`config.mk`:
```
export PLATFORM = sky130hd
export DESIGN_NAME = counter_seq_ctrl
export DESIGN_NICKNAME = d
export VERILOG_FILES = /design/src/rtl/counter_seq_ctrl.sv
export SDC_FILE = /design/constraint.sdc
export NUM_CORES = 1
export LEC_CHECK = 0
export BUFFER_PORTS_ARGS = -buffer_cell sky130_fd_sc_hd__clkbuf_2
export CAP_MARGIN = 15
export CORE_AREA = 2 2 50 52
export DETAILED_ROUTE_END_ITERATION = 8
export DIE_AREA = 0 0 52 54
export GPL_ROUTABILITY_DRIVEN = 0
export GPL_TIMING_DRIVEN = 0
export PLACE_DENSITY_LB_ADDON = 0.3
export REMOVE_ABC_BUFFERS = 1
export SLEW_MARGIN = 0
export SYNTH_ARGS = -nofsm -noshare
export SYNTH_HDL_FRONTEND = slang
export SYNTH_SLANG_ARGS = --single-unit
```
`constraint.sdc`:
```
create_clock -name clk -period 2.12 [get_ports clk]
set_clock_uncertainty 0.05 [all_clocks]
set_input_delay 0.318 -clock clk [delete_from_list [all_inputs] [get_ports clk]]
set_output_delay 0.318 -clock clk [all_outputs]
set_load 0.005 [all_outputs]
```
`src/rtl/counter_seq_ctrl.sv`:
```
// counter_seq_ctrl: start/stop/done sequencer around a WIDTH-bit up/down counter.
// A run loads a start value, steps it once every DIV clocks toward the terminal
// value (0 when counting down, all ones when counting up), pulses done for one
// cycle, then returns to idle. Fully synchronous, single clock domain.
// Optional feature: define COUNTER_AUTORELOAD_EN to add the auto_reload input,
// which restarts a run from the captured value instead of going idle.

module counter_seq_ctrl #(
    parameter int WIDTH = 4,
    parameter int DIV   = 1
) (
    input  logic             clk,
    input  logic             rst,
    input  logic             start,
    input  logic             stop,
    input  logic             dir,
    input  logic [WIDTH-1:0] load_val,
`ifdef COUNTER_AUTORELOAD_EN
    input  logic             auto_reload,
`endif
    output logic [WIDTH-1:0] q,
    output logic [WIDTH-1:0] qbar,
    output logic             busy,
    output logic             done,
    output logic [1:0]       state
);

    localparam logic [1:0] IDLE = 2'b00;
    localparam logic [1:0] LOAD = 2'b01;
    localparam logic [1:0] RUN  = 2'b10;
    localparam logic [1:0] DONE = 2'b11;

    // A 1-bit prescaler is kept even for DIV=1 so the counter never has zero width.
    localparam int PW = (DIV > 1) ? $clog2(DIV) : 1;

    logic [PW-1:0]    presc;
    logic [WIDTH-1:0] cap_val;
    logic             cap_dir;

    logic [1:0]       state_nxt;
    logic [WIDTH-1:0] q_nxt;
    logic [PW-1:0]    presc_nxt;
    logic [WIDTH-1:0] cap_val_nxt;
    logic             cap_dir_nxt;

    logic [WIDTH-1:0] terminal;
    logic [WIDTH-1:0] q_step;
    logic             tick;

    // Terminal value and the one-step-ahead count, both follow the captured direction.
    assign terminal = cap_dir ? {WIDTH{1'b1}} : {WIDTH{1'b0}};
    assign q_step   = cap_dir ? q + WIDTH'(1) : q - WIDTH'(1);
    assign tick     = (presc == PW'(DIV - 1));

    assign qbar = ~q;
    assign busy = (state != IDLE);
    assign done = (state == DONE);

    // Next-state and datapath decode for the four-state sequencer.
    always_comb begin
        // NOTE: every output of this block gets a default first, so no path leaves
        // a signal unassigned and no latch is inferred.
        state_nxt   = state;
        q_nxt       = q;
        presc_nxt   = presc;
        cap_val_nxt = cap_val;
        cap_dir_nxt = cap_dir;
        case (state)
            IDLE: begin
                if (start && !stop) begin
                    cap_val_nxt = load_val;
                    cap_dir_nxt = dir;
                    state_nxt   = LOAD;
                end
            end
            LOAD: begin
                // The count loads even when the run is being aborted.
                q_nxt     = cap_val;
                presc_nxt = '0;
                if (stop)
                    state_nxt = IDLE;
                else if (cap_val == terminal)
                    state_nxt = DONE;
                else
                    state_nxt = RUN;
            end
            RUN: begin
                if (stop) begin
                    // Abort freezes both q and the prescaler; no step this cycle.
                    state_nxt = IDLE;
                end else if (tick) begin
                    presc_nxt = '0;
                    q_nxt     = q_step;
                    if (q_step == terminal)
                        state_nxt = DONE;
                end else begin
                    presc_nxt = presc + PW'(1);
                end
            end
            DONE: begin
`ifdef COUNTER_AUTORELOAD_EN
                if (auto_reload && !stop)
                    state_nxt = LOAD;
                else
                    state_nxt = IDLE;
`else
                state_nxt = IDLE;
`endif
            end
            default: state_nxt = IDLE;
        endcase
    end

    // State registers; synchronous reset takes priority over every input.
    always_ff @(posedge clk) begin
        // NOTE: registered state uses non-blocking assignments so every flop samples
        // the pre-edge values regardless of statement order.
        if (rst) begin
            state   <= IDLE;
            q       <= '0;
            presc   <= '0;
            cap_val <= '0;
            cap_dir <= 1'b0;
        end else begin
            state   <= state_nxt;
            q       <= q_nxt;
            presc   <= presc_nxt;
            cap_val <= cap_val_nxt;
            cap_dir <= cap_dir_nxt;
        end
    end

endmodule

```
==> results of run 1 <==
[cells in the final DEF (no fill, tap or decap), drive strengths merged, types with 2 or more instances in the layout]
| cell type | instances |
|---|---|
| clkbuf | 24 |
| dfxtp | 11 |
| nor2 | 10 |
| a21oi | 9 |
| inv | 6 |
| mux2i | 6 |
| nand3 | 3 |
| and3 | 3 |
| nand2b | 3 |
| a211oi | 3 |
| o211ai | 2 |
| ha | 2 |
[cells in the mapped netlist]
master     number
and3_1          3
o31ai_1         1
or2b_1          1
nor2_1         10
or3b_1          1
and3b_1         1
nor3_1          1
fa_1            1
nand2b_1        3
or4b_1          1
nand2_1         1
nand3_1         3
mux2i_1         6
xor2_1          1
a21oi_1         8
a2bb2oi_1       1
or4_1           1
nand3b_1        1
and2_1          1
nor4b_2         1
o211ai_1        2
inv_1           6
a211oi_1        3
nor3b_1         1
dfxtp_1        11
or2_2           1
ha_1            2
o2111a_1        1
clkbuf_1        2
a21oi_2         1
[metrics by stage]
step	hold WS, ns	power (mW)	std cells
6_report	0.219	0.453	129
5_1_grt	0.220	0.488	129
4_1_cts	0.204	0.464	129
3_3_place_gp	0.476	0.313	125
2_1_floorplan	0.340	0.283	75
3_5_place_dp	0.477	0.314	125
[registers in the layout, summed over array words and instances, names as in the netlist]
register,cells
cap_dir,1
cap_val,4
q,4
state,2
[cell type report]
class	count	area, um2	share of cell area, %
Sequential cell	11	220	26.8
Clock buffer	4	26.3	3.20
Tap cell	30	37.5	4.57
Inverter	6	22.5	2.74
Timing Repair Buffer	20	100	12.2
Multi-Input combinational cell	58	415	50.5
[report_power, final]
part           total (mW)  leakage (nW)  internal (mW)  switching (mW)
registers           0.228        0.0896          0.216          0.0113
clock network       0.144        0.0150         0.0728          0.0710
logic              0.0818         0.242         0.0405          0.0413
total               0.453         0.347          0.330           0.124
[kinds of logic (layout without fill, tap and decap cells)]
group                      Yosys count  in the layout  synth area share [%]
AOI/OAI and AO/OA                   17             17                  17.2
xor gates and xnor gates             1              1                  1.32
adders and majority gates            3              3                  6.80
buffers and inverters                8             30                  4.54
DFF                                 11             11                  33.3
muxes                                6              6                  9.07
and+or+nand+nor                     31             31                  27.8
[worst max-delay path by stage]
| stage | to | cells past startpoint |
|---|---|---|
| final | state[0] | 6 |
| after global routing | state[0] | 6 |
| after CTS | q[3] | 6 |
| after detailed placement | q[3] | 6 |
| after global placement | q[3] | 6 |
| after floorplan | q[3] | 6 |
[routing by layer]
metal,track usage [%],up-vias,wire [um]
met3,2.78,2,56
met2,17.9,13,653
met1,15.6,270,696
met4,7.89,0,19
li1,-,324,-
met5,0,-,0
[what timing repair did]
item | CTS | global route
hold endpoints to repair | 0 | 0
resized for setup | 0 | 1
hold buffers | 0 | 0
endpoints found under the setup margin | 0 | 1
[worst register-to-register path: cells and delay by family, from the launching register on]
kind	cells	cell delay, ns
fa+ha+maj	1	0.58
buf+inv	1	0.12
mux	1	0.07
compound gates	2	0.46
flops	1	0.42
simple gates	1	0.16
==> run metrics, run 1 <==
status=complete, no violations; antenna violations before repair=0; Hold Violations, Final=0; final setup TNS=0 ns; global-route wire length before repair=2460 um; Hold Crit Endpoint=state[1]; Cell Area, Synth=662 um2; Post-Syn Area per Cell=8.60 um2; Pwr Density=551 nW/um2; via density per instance=4.72; Worst path top cell family by delay=adder cells; crit-path max cell delay=0.58 ns; Post-CTS Setup Inserts=0; Ant. Diodes=0; final wirelength=1430 um; Pleak=0.347 nW; gr ovfl total=0; CTS root buf=clkbuf_4; Crit Path Category=flop to flop; clk buf depth=2; area grow syn2layout=24.2%; Num Clock Sinks=11; Total Routing Usage GR=12.1%; worst r2r dst=state[0]; startpoint types=flop; final setup margin=0.199 ns; fmax=521 MHz; placed cell areas=792 um2; Final Core Density=35.4%; critical path arrival=2.09 ns; worst vdd ir=0.267 mV; HPWL Detailed=1110 um; layout cells sized above 1=27.3%; R2R Setup Slk=0.20 ns; FILL cells=256; RSZ-0062 raised after global routing=no; Setup violations, final=0; Slew Limit Fails=0; final net count=112; Initial Util=28.5%; Setup crit end kind=flop; I/O Pins=21; Reg2Reg Depth=6; # rows=18; cell taking the most area after synthesis=dfxtp_1; DRC=0; worst path cell trace=inv_1 -> fa_1 -> and3b_1 -> mux2i_1 -> o31ai_1 -> o2111a_1; H-Tree Depth=1; TritonCTS clock tree=built; remaining antenna violation count after routing=0; largest net degree at the start of global routing=13; cell count after synthesis=77; Worst EP required=2.29 ns; Yosys reg bits=11; Worst-Skew Late Latency=0.27 ns; crit path buf inv count=1; R2R Path Start=q[0]; drt wl/cell=11.1 um; actual slew at the worst max-slew pin=0.767 ns; hold path depth=2; sequential fraction of the synthesis area=33.3%; vias in the first global route=572; HP Start=stop; DR iter-0 viols=7; Ys Warns=0; number of port buffers=20; Clock transition at path regs=0.07 ns; fin crit period=1.92 ns; area fraction of the dominant cell type after synthesis=33.3%; Die Footprint=2810 um2; total core area=2320 um2; DP Worst Slack=0.173 ns; source of the critical timing path=q[0]; Max-slew headroom=48.7%; CP Max Fanout=6; top area cells in the synthesized netlist=dfxtp_1 (33%), mux2i_1 (9.1%), a21oi_1 (6.0%); fin crit share=90.6%; TritonCTS Buffers=3; Cell variety after synth=30; DIE WIDTH=52 um; drt pass-1 iters=4; max cap viols=0; post-route cell area=822 um2; Worst Hold Class=input pin to flop; Die Ht=54 um; slowest CP cell=fa_1; total number of vias=609
Power figures use the tool's default switching activity.
==> run 2, diff against run 1 <==
--- a/config.mk
+++ b/config.mk
@@ -7,11 +7,12 @@
 export LEC_CHECK = 0
 export BUFFER_PORTS_ARGS = -buffer_cell sky130_fd_sc_hd__clkbuf_2
 export CAP_MARGIN = 15
-export CORE_AREA = 2 2 50 52
+export CORE_AREA = 2 2 47 49
 export DETAILED_ROUTE_END_ITERATION = 8
-export DIE_AREA = 0 0 52 54
+export DIE_AREA = 0 0 49 51
 export GPL_ROUTABILITY_DRIVEN = 0
 export GPL_TIMING_DRIVEN = 0
+export MAX_ROUTING_LAYER = met4
 export PLACE_DENSITY_LB_ADDON = 0.3
 export REMOVE_ABC_BUFFERS = 1
 export SLEW_MARGIN = 0
==> run 2 against run 1 <==
Clock power grew 8%; non-clock buffer count is the same; sequential cell count is the same; critical path type unchanged.
==> run metrics, run 2 (same netlist as run 1, synthesis figures left out) <==
status=complete, no violations; Ant. Diodes=0 (unchanged); Die Ht=51 um (-5.6%); Num Clock Sinks=11 (unchanged); Pleak=0.347 nW (about the same); clk buf depth=2 (unchanged); fin cells=127 (-1.6%); final wirelength=1510 um (+6.0%); CTS root buf=clkbuf_4; Setup violations, final=0 (unchanged); remaining antenna violation count after routing=0 (unchanged); Crit Path Category=flop to flop; Final Core Density=39.6% (+4.2 points); actual slew at the worst max-slew pin=0.732 ns (-0.0344 ns); DIE WIDTH=49 um (-5.8%); fin crit share=92.9% (+2.3 points); DRC=0 (unchanged); commonest non-fill, non-tap cell in the layout=clkbuf_2; gr ovfl total=0 (unchanged); Pwr Density=570 nW/um2 (+3.3%); total number of vias=616 (+1.1%); hold path depth=3 (+1); largest net degree at the start of global routing=13 (unchanged); CP Max Fanout=6 (unchanged); RSZ-0062 raised after global routing=no; Total Routing Usage GR=13.9% (+1.8 points); final net count=112 (unchanged); DR iter-0 viols=10 (+3); Worst-Skew Late Latency=0.29 ns (+0.02 ns); drt wl/cell=11.9 um (+7.7%); Post-Place Cells=123 (-1.6%); Clock transition at path regs=0.08 ns (about the same); fin crit period=1.97 ns (+0.0490 ns); worst vdd ir=0.346 mV (+29%); vias in the first global route=595 (+4.0%); Slew Limit Fails=0 (unchanged); H-Tree Depth=1 (unchanged); Post-CTS Setup Inserts=0 (unchanged); # rows=17 (-1); Worst Hold Class=input pin to flop; final setup TNS=0 ns (unchanged); FILL cells=237 (-7.4%); top flop regs=cap_val: 4 flops, q: 4 flops, state: 2 flops; via density per instance=4.85 (+2.7%); fmax=508 MHz (-2.5%); number of port buffers=20 (unchanged); source of the critical timing path=cap_dir; Hold Violations, Final=0 (unchanged); critical path arrival=2.15 ns (+0.06 ns); layout cells sized above 1=27.3% (unchanged); area grow syn2layout=23.4%; I/O Pins=21 (unchanged); max cap viols=0 (unchanged); antenna violations before repair=0 (unchanged); HP Start=load_val[1]; worst r2r dst=q[3]; TritonCTS clock tree=built; commonest non-fill, non-tap cells in the layout=clkbuf_2 (20), nor2_1 (10), dfxtp_1 (10), a21oi_1 (8); Setup crit end kind=flop; HPWL Detailed=1160 um (+4.9%); global-route wire length before repair=2550 um (+3.4%); R2R Path Start=cap_dir; total core area=2060 um2 (-11%); Reg2Reg Depth=6 (unchanged); startpoint types=flop; Max-slew headroom=51.0% (+2.3 points); R2R Setup Slk=0.15 ns (-0.05 ns); Initial Util=32.1% (+3.5 points); Hold Crit Endpoint=cap_val[1]; drt pass-1 iters=3 (-1); Worst EP required=2.30 ns (about the same); Die Footprint=2500 um2 (-11%); TritonCTS Buffers=3 (unchanged)
==> run 2: cell types whose count changed in the layout (fill, tap and decap cells not counted) <==
cell / delta
dfxtp_1: -1
dfxtp_2: +1
a21oi_2: -1
a21oi_1: +1
==> run 2: how the worst max path moves through the flow <==
stage | to | cells past startpoint
after floorplan | q[3] | 6
after detailed placement | state[0] | 6
final | q[3] | 6
after global placement | q[3] | 6
after global routing | q[3] | 6
after CTS | state[0] | 6
==> run 2: worst max-delay path, stage by stage, from the launching register on <==
cell     delay (ns)
dfxtp_1        0.42
inv_1          0.14
ha_1           0.34
a21oi_1        0.25
a21oi_1        0.13
or4b_1         0.51
nand3_1        0.09
==> run 2: layout make-up <==
cell class | count | area [um2] | share of cell area, %
flip-flops and latches | 11 | 221 | 27.1
inverters | 6 | 22.5 | 2.76
repair buffers | 20 | 100 | 12.3
multi-input cells | 58 | 412 | 50.4
well taps | 28 | 35.0 | 4.29
clock buffers | 4 | 26.3 | 3.22
==> run 2: through the flow <==
stage | hold WS [ns] | setup WS [ns] | cell area (um2) | power (mW)
after floorplan | 0.340 | 0.357 | 654 | 0.283
after global placement | 0.468 | 0.214 | 790 | 0.312
after detailed placement | 0.478 | 0.163 | 790 | 0.315
after CTS | 0.208 | 0.156 | 816 | 0.469
after global routing | 0.225 | 0.0493 | 817 | 0.491
final | 0.206 | 0.150 | 817 | 0.465
==> run 2: timing repair <==
action                                  4_1_cts  5_1_grt
gates resized for setup                       0        1
hold buffers                                  0        0
endpoints found under the setup margin        0        1
hold endpoints to repair                      0        0
==> run 2: metal layers <==
metal	vias up	GRT usage (%)	share of wire [%]
li1	320	-	-
met1	279	14.7	44
met2	12	23.7	48
met3	5	2.34	4.1
met4	0	10.0	3.4
met5	-	-	0
==> run 2: power by group <==
part | leakage [nW] | internal [mW] | switching [mW] | total, mW
clock network | 0.0150 | 0.0732 | 0.0827 | 0.156
logic | 0.241 | 0.0398 | 0.0423 | 0.0821
registers | 0.0901 | 0.216 | 0.0111 | 0.227
total | 0.347 | 0.329 | 0.136 | 0.465
